**config.mk**
```make
export PLATFORM = sky130hd
export DESIGN_NAME = lsu_dmem_master
export DESIGN_NICKNAME = d
export VERILOG_FILES = /design/src/rtl/lsu_dmem_master.sv
export SDC_FILE = /design/constraint.sdc
export NUM_CORES = 1
export LEC_CHECK = 0
export ABC_AREA = 1
export BUFFER_PORTS_ARGS = -buffer_cell sky130_fd_sc_hd__buf_2
export CORE_MARGIN = 1
export CORE_UTILIZATION = 36
export DETAILED_ROUTE_END_ITERATION = 16
export MAX_ROUTING_LAYER = met4
export PLACE_DENSITY_LB_ADDON = 0.15
export SLEW_MARGIN = 20
export SYNTH_ARGS = -nofsm -noshare
export SYNTH_HDL_FRONTEND = slang
export SYNTH_SLANG_ARGS = --single-unit
```
**constraint.sdc**
```tcl
create_clock -name clk_i -period 4.6 [get_ports clk_i]
set_input_delay 0.69 -clock clk_i [delete_from_list [all_inputs] [get_ports clk_i]]
set_output_delay 0.69 -clock clk_i [all_outputs]
set_load 0.01 [all_outputs]
```
**src/rtl/lsu_dmem_master.sv**
```systemverilog
// Load/store unit driving a word-wide dmem: sub-word stores by read-modify-write, loads sign/zero-extended.
// Optional address range check enabled by defining LSU_BOUND_CHECK_EN.
module lsu_dmem_master #(
  parameter int unsigned MEM_BYTES = 1024
) (
  input  logic        clk_i,
  input  logic        reset_i,
  input  logic        req_valid_i,
  output logic        req_ready_o,
  input  logic        req_we_i,
  input  logic [1:0]  req_size_i,
  input  logic        req_unsigned_i,
  input  logic [31:0] req_addr_i,
  input  logic [31:0] req_wdata_i,
  output logic        resp_valid_o,
  output logic [31:0] resp_rdata_o,
  output logic        resp_err_o,
  output logic        mem_we_o,
  output logic [31:0] mem_addr_o,
  output logic [31:0] mem_wdata_o,
  input  logic [31:0] mem_rdata_i,
  output logic [1:0]  dbg_state_o
);

  // Handshake: a request is taken on a rising edge where req_valid_i && req_ready_o;
  // req_ready_o is high only in IDLE. resp_valid_o is a one-cycle pulse with no backpressure.

  typedef enum logic [1:0] {S_IDLE, S_READ, S_WRITE, S_RESP} state_e;

  localparam logic [1:0] SZ_BYTE = 2'b00;
  localparam logic [1:0] SZ_HALF = 2'b01;
  localparam logic [1:0] SZ_WORD = 2'b10;

`ifdef LSU_BOUND_CHECK_EN
  localparam bit BoundCheck = 1'b1;
`else
  localparam bit BoundCheck = 1'b0;
`endif
  localparam logic [32:0] MemLimit = 33'(MEM_BYTES);

  state_e      state_q, state_d;
  logic        we_q, we_d;
  logic [1:0]  size_q, size_d;
  logic        uns_q, uns_d;
  logic [31:0] addr_q, addr_d;
  logic [31:0] wdata_q, wdata_d;
  logic [31:0] word_q, word_d;
  logic        err_q, err_d;

  logic        misalign;
  logic        req_bad;
  logic [31:0] byte_sh, half_sh, load_val, merged;

  always_comb begin
    misalign = 1'b0;
    case (req_size_i)
      SZ_BYTE: misalign = 1'b0;
      SZ_HALF: misalign = req_addr_i[0];
      SZ_WORD: misalign = |req_addr_i[1:0];
      default: misalign = 1'b1;
    endcase
    req_bad = misalign || (BoundCheck && ({1'b0, req_addr_i} >= MemLimit));
  end

  // Lane extraction and merge both work on the word captured in READ.
  always_comb begin
    byte_sh  = word_q >> {addr_q[1:0], 3'b000};
    half_sh  = word_q >> {addr_q[1], 4'b0000};
    load_val = word_q;
    merged   = word_q;
    case (size_q)
      SZ_BYTE: begin
        load_val = uns_q ? {24'h0, byte_sh[7:0]} : {{24{byte_sh[7]}}, byte_sh[7:0]};
        merged[{addr_q[1:0], 3'b000} +: 8] = wdata_q[7:0];
      end
      SZ_HALF: begin
        load_val = uns_q ? {16'h0, half_sh[15:0]} : {{16{half_sh[15]}}, half_sh[15:0]};
        merged[{addr_q[1], 4'b0000} +: 16] = wdata_q[15:0];
      end
      default: ;
    endcase
  end

  always_comb begin
    state_d      = state_q;
    we_d         = we_q;
    size_d       = size_q;
    uns_d        = uns_q;
    addr_d       = addr_q;
    wdata_d      = wdata_q;
    word_d       = word_q;
    err_d        = err_q;
    req_ready_o  = 1'b0;
    resp_valid_o = 1'b0;
    resp_rdata_o = 32'h0;
    resp_err_o   = 1'b0;
    mem_we_o     = 1'b0;
    mem_addr_o   = 32'h0;
    mem_wdata_o  = 32'h0;
    case (state_q)
      S_IDLE: begin
        req_ready_o = 1'b1;
        if (req_valid_i) begin
          we_d    = req_we_i;
          size_d  = req_size_i;
          uns_d   = req_unsigned_i;
          addr_d  = req_addr_i;
          wdata_d = req_wdata_i;
          err_d   = req_bad;
          if (req_bad)                             state_d = S_RESP;
          else if (req_we_i && req_size_i == SZ_WORD) state_d = S_WRITE;
          else                                     state_d = S_READ;
        end
      end
      S_READ: begin
        mem_addr_o = {addr_q[31:2], 2'b00};
        word_d     = mem_rdata_i;
        state_d    = we_q ? S_WRITE : S_RESP;
      end
      S_WRITE: begin
        mem_addr_o  = {addr_q[31:2], 2'b00};
        mem_we_o    = 1'b1;
        mem_wdata_o = (size_q == SZ_WORD) ? wdata_q : merged;
        state_d     = S_RESP;
      end
      S_RESP: begin
        mem_addr_o   = {addr_q[31:2], 2'b00};
        resp_valid_o = 1'b1;
        resp_err_o   = err_q;
        resp_rdata_o = (err_q || we_q) ? 32'h0 : load_val;
        state_d      = S_IDLE;
      end
      default: state_d = S_IDLE;
    endcase
  end

  always_ff @(posedge clk_i or posedge reset_i) begin
    if (reset_i) begin
      state_q <= S_IDLE;
      we_q    <= 1'b0;
      size_q  <= 2'b00;
      uns_q   <= 1'b0;
      addr_q  <= 32'h0;
      wdata_q <= 32'h0;
      word_q  <= 32'h0;
      err_q   <= 1'b0;
    end else begin
      state_q <= state_d;
      we_q    <= we_d;
      size_q  <= size_d;
      uns_q   <= uns_d;
      addr_q  <= addr_d;
      wdata_q <= wdata_d;
      word_q  <= word_d;
      err_q   <= err_d;
    end
  end

  assign dbg_state_o = state_q;

endmodule
```
==> impl_results.md <==
* Yosys top cell area share at 40.0%
* Reg2reg path depth at 8
* Sequential fraction of the synthesis area at 40.0%
* CTS tree: done
* Yosys cell types at 34
* Post-CTS sizing at 0
* Max_slew headroom at 37.6%
* Max VDD drop at 0.275 mV
* Fraction of layout cells with a size suffix above 1 at 22.8%
* FF-to-FF End: addr_q[22]$_DFFE_PP0P_
* Required time of the critical path at 3910 ps
* Die height at 136 microns
* Layout Nets at 1232
* Finish-stage setup viols at 0
* Predominant post-synthesis flop cell: dfrtp_1
* CTS Buffer Depth at 2
* Hold_buf cts at 0
* Number of max-slew violations in the final report at 0
* CTS sink cnt at 103
* Worst Setup SP: size_q[1]$_DFFE_PP0P_
* GRT Total Usage at 24.8%
* Avg Cell Area, Syn at 6.74 sq um
* Fill count at 1873
* Root buffer cell: clkbuf_16
* Crit Path Category: register to output pin
* Worst Setup EP: resp_rdata_o[16]
* Reg2reg setup slack at 1820 ps
* Initial antenna violation count at 0
* Core Util, Final at 45.0%
* Final Cycle Share at 82.3%
* Diode count at 0
* Largest cells by area after synthesis: dfrtp_1 40%, nand2_1 16%, o21ai_0 12%
* Synth-to-layout area growth at 21.7%
* Post-DR wirelength/cell at 16.2 microns
* Cells after synthesis at between 900 and 1000
* Cell Int Power at just under 3 mW
* I/O pin total at about 200
* CP startpoint kind: register
* Status: finished, final reports clean
* DRC viols at 0
* Largest net degree at the start of global routing at 72
* H-Tree Depth at 3
* First-pass GRT wire length at roughly 34000 microns
* Antenna-violating nets left at 0
* Clock slew at reported path FFs at 70 ps
* P_sw at 3.06 mW
* Synth Warn # at 0
* Initial DRT Pass Iterations at 7
* Initial Util at 37.0%
* Post-CTS Setup Inserts at 0
* Worst slew pin tran at 935 ps
* Setup crit end kind: output pin
* Finished Cell Area at 7840 sq um
* Yosys reg bits at slightly above 100
* Die W at 136 microns
* Leading area contributor after synthesis: dfrtp_1
* CTS buffer count at 9
* Worst-path maximum fanout at 41
* Reg-to-reg startpoint: dbg_state_o[0]$_DFFE_PP0P_
* Hold/Removal Path Class: register to register
* Setup TNS at 0 ps
* Power Density at between 700 and 800 nW/um^2
* Clk_lat worst skew at 350 ps
* Routability-driven placement congestion ratio at 0.905
* Number of global-route vias before repair at between 5000 and 6000
* Worst clock skew at around 7.3 ps
* Reg power frac at 29.7%
* Vias after detailed routing at 6732
* Port Buf Inserts at 202
* Logic pwr share at 56.3%
* Leakage at 4.37 nW
* Post-synth EDFFs at 0
* Net Sw Frac at 51.1%
* Total gr overflow at 0
* Final wirelength at 21900 microns
* Mapped Area at 6450 sq um
* Cell Rows at 48
* Placed inst area at 7510 sq um
* Final Hold Fails at 0
* Min Tclk post-route at 3790 ps
* Post-detailed-route via-to-cell ratio at about 5
* Core Region at 17400 sq um
* Detailed Route Iter0 Violations at 456
* Ys async rst share at 100%
* RSZ-0062 raised after global routing: no
* Clock power frac at 14.0%
* Die ar. at 18400 sq um
* Max Cap Viol at 0
* CP arrival at around 3100 ps
* HPWL Detailed at ~16000 microns
* Top achievable clock speed at 264 MHz
==> power groups by stage <==
stage                     Sequential, mW  Clock (mW)  Combinational [mW]
after global routing                1.82       0.893                3.78
after floorplan                     1.57           0                2.39
after detailed placement            1.77           0                3.34
final                               1.78       0.837                3.37
after CTS                           1.76       0.854                3.36
after global placement              1.77           0                3.36
==> state kept, by name, indices dropped and copies added (netlist names) <==
signal / cells
addr_q: 32
dbg_state_o: 2
err_q: 1
size_q: 2
uns_q: 1
wdata_q: 32
we_q: 1
word_q: 32
==> critical path: stages, from the launching register on <==
cell	delay, ps
dfrtp_1	640
inv_2	670
nand2_1	450
nor2_1	190
nand2_1	80
nand2_2	90
nand2_4	90
nand3_4	80
nand2_4	160
nor2_1	140
buf_2	140
==> cell usage after synthesis, types with 3 or more instances <==
master,number
buf_6,3
nand2_1,268
clkbuf_1,31
nor3b_1,4
buf_4,5
inv_1,133
a21oi_1,47
dfrtp_1,103
nor3_1,7
nand4_1,10
nand2_2,6
o21ai_0,154
nor2_2,11
ha_1,9
nand3_1,41
o22ai_1,17
nor2_1,70
buf_2,17
==> cell usage in the layout (no fill, tap or decap), types with 2 or more instances in the layout <==
cell / Yosys / routed
a21oi_1: 47 / 47
buf_2: 17 / 202
buf_4: 5 / 8
bufinv_16: 0 / 2
clkbuf_16: 0 / 9
conb_1: 1 / 2
dfrtp_1: 103 / 103
ha_1: 9 / 8
inv_1: 133 / 132
inv_2: 2 / 3
inv_4: 1 / 2
inv_6: 0 / 2
nand2_1: 268 / 268
nand2_2: 6 / 6
nand2_4: 2 / 2
nand3_1: 41 / 41
nand4_1: 10 / 10
nor2_1: 70 / 70
nor2_2: 11 / 11
nor3_1: 7 / 7
nor3b_1: 4 / 4
o211ai_1: 2 / 2
o21ai_0: 154 / 154
o22ai_1: 17 / 17
or2_2: 2 / 2
==> area by class of cell <==
type                       instances  area [sq um]  share of cell area (%)
sequential                       103          2580                    32.9
tap                              225           282                    3.59
clock buffer                      10           229                    2.92
inverter                         137           519                    6.62
multi-input combinational        659          3070                    39.2
timing repair buffer             210          1070                    13.7
clock inverter                     6          91.3                    1.16
==> cells by family (layout without fill, tap and decap cells) <==
family | count (synthesis) | count (layout) | share of synthesized area [%]
AOI/OAI and AO/OA | 225 | 225 | 18.1
adders and majority gates | 9 | 9 | 1.75
buffers and inverters | 196 | 363 | 12.6
DFF | 103 | 103 | 40.0
and+or+nand+nor | 423 | 423 | 27.5
other | 1 | 2 | 0.0582
==> metrics by stage <==
step           worst slack [ps]  std cells  hold WS, ps  power, mW
2_1_floorplan              1210        958          444       3.96
3_3_place_gp               1270       1334          458       5.12
3_5_place_dp               1220       1334          461       5.11
4_1_cts                     847       1350          481       5.97
5_1_grt                     510       1350          507       6.50
6_report                    814       1350          477       5.98
==> routing by layer <==
| layer | share of wire (%) | routed length (microns) | track usage [%] |
|---|---|---|---|
| met1 | 48 | 10400 | 36.2 |
| met2 | 43 | 9410 | 35.8 |
| met3 | 8.4 | 1840 | 4.25 |
| met4 | 1.1 | 234 | 4.81 |
| met5 | 0 | 0 | - |
==> how the worst min path moves through the flow <==
stage / from / to / slack (ps) / cells after the start
floorplan: wdata_q[16]$_DFFE_PP0P_ / wdata_q[16]$_DFFE_PP0P_ / 440 / 2
global placement: wdata_q[22]$_DFFE_PP0P_ / wdata_q[22]$_DFFE_PP0P_ / 460 / 2
detailed placement: wdata_q[20]$_DFFE_PP0P_ / wdata_q[20]$_DFFE_PP0P_ / 460 / 2
CTS: wdata_q[20]$_DFFE_PP0P_ / wdata_q[20]$_DFFE_PP0P_ / 480 / 2
global route: wdata_q[21]$_DFFE_PP0P_ / wdata_q[21]$_DFFE_PP0P_ / 510 / 2
finish: wdata_q[24]$_DFFE_PP0P_ / wdata_q[24]$_DFFE_PP0P_ / 480 / 2
No activity file was read; power rests on OpenSTA's default activity.
